**src/rtl/mci_line_serializer_pkg.sv**
```systemverilog
// Shared memory-controller interface types plus the beat/line parameters used by
// the line serializer that splits 128-bit cache lines into narrow memory beats.
package mci_line_serializer_pkg;

  localparam int MCI_ADDR_LENGTH  = 32;
  localparam int MCI_DATA_LENGTH  = 128;
  localparam int MCI_BEAT_WIDTH   = 32;
  localparam int MCI_BEATS        = MCI_DATA_LENGTH / MCI_BEAT_WIDTH;
  localparam int MCI_LINE_BYTES   = 16;
  localparam int MCI_BEAT_IDX_W   = $clog2(MCI_BEATS);

  typedef logic [MCI_ADDR_LENGTH-1:0] mci_addr_t;
  typedef logic [MCI_DATA_LENGTH-1:0] mci_data_t;
  typedef logic [MCI_BEAT_WIDTH-1:0]  mci_beat_t;
  typedef logic [MCI_BEAT_IDX_W-1:0]  mci_beat_idx_t;

  typedef struct packed {
    mci_addr_t addr;
    mci_data_t data;
    logic      rw;
    logic      valid;
  } mci_request_t;

  typedef struct packed {
    mci_data_t data;
    logic      ready;
  } mci_response_t;

  typedef enum logic [1:0] {
    IDLE = 2'd0,
    BEAT = 2'd1,
    RESP = 2'd2
  } mci_ser_state_t;

  localparam mci_addr_t MCI_LINE_MASK = ~mci_addr_t'(MCI_LINE_BYTES - 1);

  // Lines are aligned, so the low offset bits of a request address are dropped.
  function automatic mci_addr_t mci_line_base(mci_addr_t addr);
    return addr & MCI_LINE_MASK;
  endfunction

  function automatic mci_addr_t mci_beat_addr(mci_addr_t base, mci_beat_idx_t idx, int stride);
    return base + (mci_addr_t'(idx) * mci_addr_t'(stride));
  endfunction

endpackage

```
**src/rtl/mci_line_serializer_if.sv**
```systemverilog
// Bundle of the cache-side line handshake and the narrow memory beat bus.
interface mci_line_serializer_if;
  import mci_line_serializer_pkg::*;

  mci_request_t  req;
  mci_response_t resp;
  logic          mem_req;
  logic          mem_we;
  mci_addr_t     mem_addr;
  mci_beat_t     mem_wdata;
  logic          mem_ack;
  mci_beat_t     mem_rdata;

  modport slave (
    input  req,
    input  mem_ack,
    input  mem_rdata,
    output resp,
    output mem_req,
    output mem_we,
    output mem_addr,
    output mem_wdata
  );

  modport master (
    output req,
    output mem_ack,
    output mem_rdata,
    input  resp,
    input  mem_req,
    input  mem_we,
    input  mem_addr,
    input  mem_wdata
  );

endinterface

```
**src/rtl/mci_line_serializer.sv**
```systemverilog
// Line serializer: accepts one cache-line request, moves it as BEATS ascending beats
// over the req/ack memory bus, then returns the line with a one-cycle ready pulse.
module mci_line_serializer
  import mci_line_serializer_pkg::*;
#(
  parameter int BEAT_WIDTH = MCI_BEAT_WIDTH
) (
  input logic                  clk,
  input logic                  rst,
  mci_line_serializer_if.slave bus
);

  localparam int BEATS       = MCI_DATA_LENGTH / BEAT_WIDTH;
  localparam int BYTE_STRIDE = BEAT_WIDTH / 8;
  localparam int LSB_W       = $clog2(MCI_DATA_LENGTH);
  localparam mci_beat_idx_t LAST_BEAT = mci_beat_idx_t'(BEATS - 1);

  function automatic logic [LSB_W-1:0] beat_lsb(mci_beat_idx_t idx);
    return LSB_W'(idx) * LSB_W'(BEAT_WIDTH);
  endfunction

  mci_ser_state_t state_r, state_s;
  mci_beat_idx_t  beat_r, beat_s;
  mci_addr_t      base_r, base_s;
  logic           rw_r, rw_s;
  mci_data_t      line_r, line_s;
  logic           mem_req_r, mem_req_s;
  logic           mem_we_r, mem_we_s;
  mci_addr_t      mem_addr_r, mem_addr_s;
  mci_beat_t      mem_wdata_r, mem_wdata_s;
  logic           ready_r, ready_s;
  mci_data_t      resp_data_r, resp_data_s;

  // Next-state and next-output logic; every output is presented from a flop.
  always_comb begin
    state_s     = state_r;
    beat_s      = beat_r;
    base_s      = base_r;
    rw_s        = rw_r;
    line_s      = line_r;
    mem_req_s   = mem_req_r;
    mem_we_s    = mem_we_r;
    mem_addr_s  = mem_addr_r;
    mem_wdata_s = mem_wdata_r;
    ready_s     = 1'b0;
    resp_data_s = resp_data_r;

    case (state_r)
      IDLE: begin
        if (bus.req.valid) begin
          base_s = mci_line_base(bus.req.addr);
          rw_s   = bus.req.rw;
          if (bus.req.rw) begin
            line_s = bus.req.data;
          end else begin
            line_s = line_r;
          end
          beat_s      = '0;
          mem_req_s   = 1'b1;
          mem_we_s    = bus.req.rw;
          mem_addr_s  = base_s;
          mem_wdata_s = line_s[BEAT_WIDTH-1:0];
          state_s     = BEAT;
        end else begin
          mem_req_s = 1'b0;
        end
      end

      BEAT: begin
        if (bus.mem_ack) begin
          if (!rw_r) begin
            line_s[beat_lsb(beat_r) +: BEAT_WIDTH] = bus.mem_rdata;
          end else begin
            line_s = line_r;
          end
          // The completed line goes straight into the response register so ready and data align.
          if (beat_r == LAST_BEAT) begin
            mem_req_s   = 1'b0;
            ready_s     = 1'b1;
            resp_data_s = line_s;
            state_s     = RESP;
          end else begin
            beat_s      = beat_r + mci_beat_idx_t'(1);
            mem_addr_s  = mci_beat_addr(base_r, beat_s, BYTE_STRIDE);
            mem_wdata_s = line_s[beat_lsb(beat_s) +: BEAT_WIDTH];
          end
        end else begin
          state_s = BEAT;
        end
      end

      RESP: begin
        state_s = IDLE;
      end

      default: begin
        state_s   = IDLE;
        mem_req_s = 1'b0;
      end
    endcase
  end

  // State and output registers; reset aborts any transfer in flight.
  always_ff @(posedge clk or posedge rst) begin
    if (rst) begin
      state_r     <= IDLE;
      beat_r      <= '0;
      base_r      <= '0;
      rw_r        <= 1'b0;
      line_r      <= '0;
      mem_req_r   <= 1'b0;
      mem_we_r    <= 1'b0;
      mem_addr_r  <= '0;
      mem_wdata_r <= '0;
      ready_r     <= 1'b0;
      resp_data_r <= '0;
    end else begin
      state_r     <= state_s;
      beat_r      <= beat_s;
      base_r      <= base_s;
      rw_r        <= rw_s;
      line_r      <= line_s;
      mem_req_r   <= mem_req_s;
      mem_we_r    <= mem_we_s;
      mem_addr_r  <= mem_addr_s;
      mem_wdata_r <= mem_wdata_s;
      ready_r     <= ready_s;
      resp_data_r <= resp_data_s;
    end
  end

  assign bus.resp.data  = resp_data_r;
  assign bus.resp.ready = ready_r;
  assign bus.mem_req    = mem_req_r;
  assign bus.mem_we     = mem_we_r;
  assign bus.mem_addr   = mem_addr_r;
  assign bus.mem_wdata  = mem_wdata_r;

endmodule

```
**src/flat_wrapper.sv**
```systemverilog
// flat-port wrapper written by rule: the top's interface ports become plain ports
module mci_line_serializer_flat import mci_line_serializer_pkg::*;
#(
  parameter int BEAT_WIDTH = MCI_BEAT_WIDTH
)
  (clk, rst, bus_req, bus_mem_ack, bus_mem_rdata, bus_resp, bus_mem_req, bus_mem_we, bus_mem_addr, bus_mem_wdata);
  mci_line_serializer_if bus_i ();
  input logic clk;
  input logic rst;
  input wire logic [$bits(bus_i.req)-1:0] bus_req;
  input wire logic [$bits(bus_i.mem_ack)-1:0] bus_mem_ack;
  input wire logic [$bits(bus_i.mem_rdata)-1:0] bus_mem_rdata;
  output wire logic [$bits(bus_i.resp)-1:0] bus_resp;
  output wire logic [$bits(bus_i.mem_req)-1:0] bus_mem_req;
  output wire logic [$bits(bus_i.mem_we)-1:0] bus_mem_we;
  output wire logic [$bits(bus_i.mem_addr)-1:0] bus_mem_addr;
  output wire logic [$bits(bus_i.mem_wdata)-1:0] bus_mem_wdata;
  assign bus_i.req = bus_req;
  assign bus_i.mem_ack = bus_mem_ack;
  assign bus_i.mem_rdata = bus_mem_rdata;
  assign bus_resp = bus_i.resp;
  assign bus_mem_req = bus_i.mem_req;
  assign bus_mem_we = bus_i.mem_we;
  assign bus_mem_addr = bus_i.mem_addr;
  assign bus_mem_wdata = bus_i.mem_wdata;
  mci_line_serializer #(.BEAT_WIDTH(BEAT_WIDTH)) u_core (.clk(clk), .rst(rst), .bus(bus_i));
endmodule
```
**config.mk**
```make
export PLATFORM = sky130hd
export DESIGN_NAME = mci_line_serializer_flat
export DESIGN_NICKNAME = d
export VERILOG_FILES = /design/src/rtl/mci_line_serializer_pkg.sv /design/src/rtl/mci_line_serializer_if.sv /design/src/rtl/mci_line_serializer.sv /design/src/flat_wrapper.sv
export SDC_FILE = /design/constraint.sdc
export NUM_CORES = 1
export LEC_CHECK = 0
export ABC_AREA = 0
export ABC_CLOCK_PERIOD_IN_PS = 16950
export CORE_ASPECT_RATIO = 2
export CORE_MARGIN = 4
export CORE_UTILIZATION = 40
export CTS_CLUSTER_SIZE = 20
export DETAILED_ROUTE_END_ITERATION = 16
export PLACE_DENSITY = 0.75
export SETUP_SLACK_MARGIN = 0.05
export SYNTH_ARGS = -nofsm -noshare
export SYNTH_HDL_FRONTEND = slang
export SYNTH_SLANG_ARGS = --single-unit
export TNS_END_PERCENT = 10
```
**constraint.sdc**
```tcl
create_clock -name clk -period 16.95 [get_ports clk]
set_clock_uncertainty 0.2 [all_clocks]
set_input_delay 1.695 -clock clk [delete_from_list [all_inputs] [get_ports clk]]
set_output_delay 1.695 -clock clk [all_outputs]
set_load 0.005 [all_outputs]
```
==> impl_metrics.json <==
{
  "insertion_delay_ns": 0.55,
  "dieWidth_um": 158,
  "die_area_um2": 48400,
  "synth_flop_cell": "dfrtp_1",
  "synthDominantCellAreaShare_pct": 49.0,
  "rows": 109,
  "post-cts-setup-buffers": 0,
  "yosys.area_share.simple_pct": 13.1,
  "p_sw_share_pct": 42.2,
  "power_mw": 4.42,
  "cts_buffer_depth": 3,
  "max-cap-violations": 0,
  "wl_um": 64700,
  "gp_congestion": 0.953,
  "hold_ws_ns": 0.279,
  "drive_above_1_share_pct": 11.3,
  "outcome": "finished, final reports clean",
  "cts_tree": "done",
  "hold_depth": 2,
  "tightest_slew_ns": 1.20,
  "clock.fmax_ghz": 0.222,
  "cp_max_fo": 85,
  "setup_ws_ns": 12.44,
  "ys_seq_area_share_pct": 49.0,
  "area_growth_pct": 27.3,
  "powerDensity_nw_per_um2": 194,
  "vias_per_cell": 6.08,
  "vias": 16007,
  "crit_chain": "buf_4, or2_1, and3_4, buf_4, nand4_1, o221ai_2",
  "place_ws_ns": 11.95,
  "hold_buffers": 0,
  "worstHoldEndpoint": "u_core.resp_data_r[80]",
  "ios": 392,
  "rsz0062_at_grt": "false",
  "root_buffer": "clkbuf_16",
  "slew_violations": 0,
  "ant_nets": 0,
  "grt_pass1_vias": 15774,
  "clkTransAtPathRegs_ns": 0.06,
  "fill_cells": 3947,
  "p_int_mw": 2.55,
  "synthTopCellsByArea": "dfrtp_1 49%, nand2_1 6.5%, a22oi_1 4.9%",
  "grt_usage_pct": 25.8,
  "seq_power_share_pct": 33.4,
  "r2r_cells": 5,
  "r2r_end": "u_core.bus.mem_wdata[25]",
  "yosys-top-cells-count": "351 x dfrtp_1, 311 x nand2_1, 117 x a22oi_1",
  "ctsHtreeMaxLevel": 2,
  "numClockSinks": 351,
  "syn_area_per_cell_um2": 10.1,
  "start_kind": "input pin",
  "p_leak_nw": 9.08,
  "wl_per_cell_um": 24.6,
  "register_area_um2": 8790,
  "synth_top_family_by_area": "compound AO/OA/AOI/OAI gates",
  "nets": 2241,
  "synth_top_area_cell": "dfrtp_1",
  "placed_area_um2": 21600,
  "final.setup.tns_ns": 0,
  "final-hold-violation-count": 0,
  "cpMaxStageDelayCell": "buf_4",
  "critPathMaxStageDelay_ns": 0.90,
  "ir_drop_uv": 115,
  "hp-start": "u_core.resp_data_r[80]",
  "r2r_start": "u_core.state_r[0]",
  "syn_area_um2": 17900,
  "drt_drc_violations_left": 0,
  "combPwrFrac_pct": 48.3,
  "cp_common_cell": "buf_4",
  "syn-instance-count": 1781,
  "min-delay-path-class": "flip-flop to flip-flop",
  "drtIter0Drc": 1562,
  "crit_arrival_ns": 4.73,
  "overflow": 0,
  "drt_pass1_iterations": 5,
  "antenna_found_initial": 18,
  "synthArstFlopShare_pct": 100,
  "clockPowerShare_pct": 18.3,
  "synth_edf_count": 0,
  "required_ns": 17.18,
  "r2r_slack_ns": 13.18,
  "ys_ff_latch": 351,
  "p_switching_mw": 1.87,
  "period_share_pct": 26.6,
  "synth.distinct_cells": 49,
  "synth_compound_area_share_pct": 24.0,
  "core_um2": 44200,
  "yosys.area_share.adder_pct": 0.419,
  "multiInputGateArea_um2": 7820,
  "grt_max_degree": 170,
  "endpoint_kind": "flip-flop",
  "setup_viol": 0,
  "io_buffers": 385,
  "die_y_um": 307,
  "cts_resized": 0,
  "ys_warn_count": 0,
  "grt_pass1_wl_um": 96600,
  "slew-limit-headroom_pct": 19.7,
  "stdcell_area_um2": 22800,
  "synth.area.mux_share_pct": 5.62,
  "start_util_pct": 40.5,
  "yosysMostFrequentCell": "dfrtp_1",
  "dp_hpwl_um": 44700,
  "synth-xor-area-share_pct": 0,
  "cts-buffers-inserted": 35,
  "crit_type": "input pin to flip-flop",
  "period_minus_slack_ns": 4.51
}
-- power by group through the flow --
stage               clock network [mW]  logic, mW  registers [mW]
CTS                              0.825       2.13            1.47
finish                           0.809       2.14            1.48
floorplan                            0       1.36            1.42
global placement                     0       2.07            1.46
detailed placement                   0       2.12            1.48
global route                     0.852       2.31            1.51
-- worst max-delay path, delay by kind of cell --
family          cells  cell delay, ns
simple gates        3            1.10
compound gates      1            0.13
buf+inv             2            1.67
-- layer usage --
layer,GRT usage [%],vias up,routed length [um]
li1,-,7064,-
met5,0,-,13
met1,32.1,7789,23500
met3,7.13,187,6970
met2,38.9,965,29700
met4,17.3,2,4570
-- layout make-up --
| cell class | count | area share (%) |
|---|---|---|
| sequential | 351 | 38.6 |
| multi-input combinational | 1175 | 34.3 |
| timing repair buffer | 405 | 17.6 |
| clock buffer | 49 | 4.52 |
| tap | 555 | 3.05 |
| inverter | 70 | 1.19 |
| clock inverter | 14 | 0.620 |
| antenna | 15 | 0.165 |
-- flip-flops by register name, summed over array words and instances (netlist names) --
| signal | count |
|---|---|
| u_core.bus.mem_we | 1 |
| u_core.bus.mem_wdata | 32 |
| u_core.beat_r | 1 |
| u_core.resp_data_r | 128 |
| u_core.state_r | 2 |
| u_core.bus.mem_req | 1 |
| u_core.bus.mem_addr | 29 |
| u_core.ready_r | 1 |
| u_core.base_r | 28 |
| u_core.line_r | 128 |
-- worst max-delay path by stage --
stage / slack [ns] / cells past startpoint / from / end
floorplan: 5.32 / 1 / rst / u_core.base_r[10]
global placement: 12.01 / 6 / bus_req[1] / u_core.line_r[75]
detailed placement: 11.95 / 6 / bus_req[1] / u_core.line_r[36]
CTS: 12.50 / 6 / bus_req[1] / u_core.line_r[36]
global route: 12.30 / 4 / rst / u_core.line_r[42]
finish: 12.44 / 6 / bus_req[1] / u_core.line_r[36]
-- cells in the final DEF (no fill, tap or decap), types with 3 or more instances in the layout --
cell type,netlist,final
clkdlybuf4s50_1,0,384
dfrtp_1,351,350
nand2_1,311,311
a22oi_1,117,117
nand4_1,96,96
nor2_1,94,94
o21ai_1,91,91
o21ai_0,70,70
inv_1,70,69
o32ai_1,64,64
mux2i_1,63,63
clkbuf_16,0,36
a21oi_1,32,32
mux2_2,32,32
o221ai_2,30,30
o211ai_1,30,30
a221oi_2,30,30
o211ai_2,29,29
a31oi_1,29,29
buf_4,17,20
diode_2,0,15
a22oi_2,10,10
clkbuf_8,0,8
clkinv_2,0,8
o221ai_1,7,7
ha_1,6,6
clkbuf_1,80,5
nor2b_4,0,3
-- kinds of logic after synthesis --
family	count (synthesis)
AOI/OAI and AO/OA	542
and+or+nand+nor	529
DFF	351
buffers and inverters	256
muxes	96
adders and majority gates	6
other	1
-- through the flow --
step	utilization (%)	cells
finish	51.6	2634
global route	51.6	2632
CTS	51.5	2619
detailed placement	48.8	2556
global placement	48.8	2556
floorplan	-	1782
(Power assumes the default switching activity.)
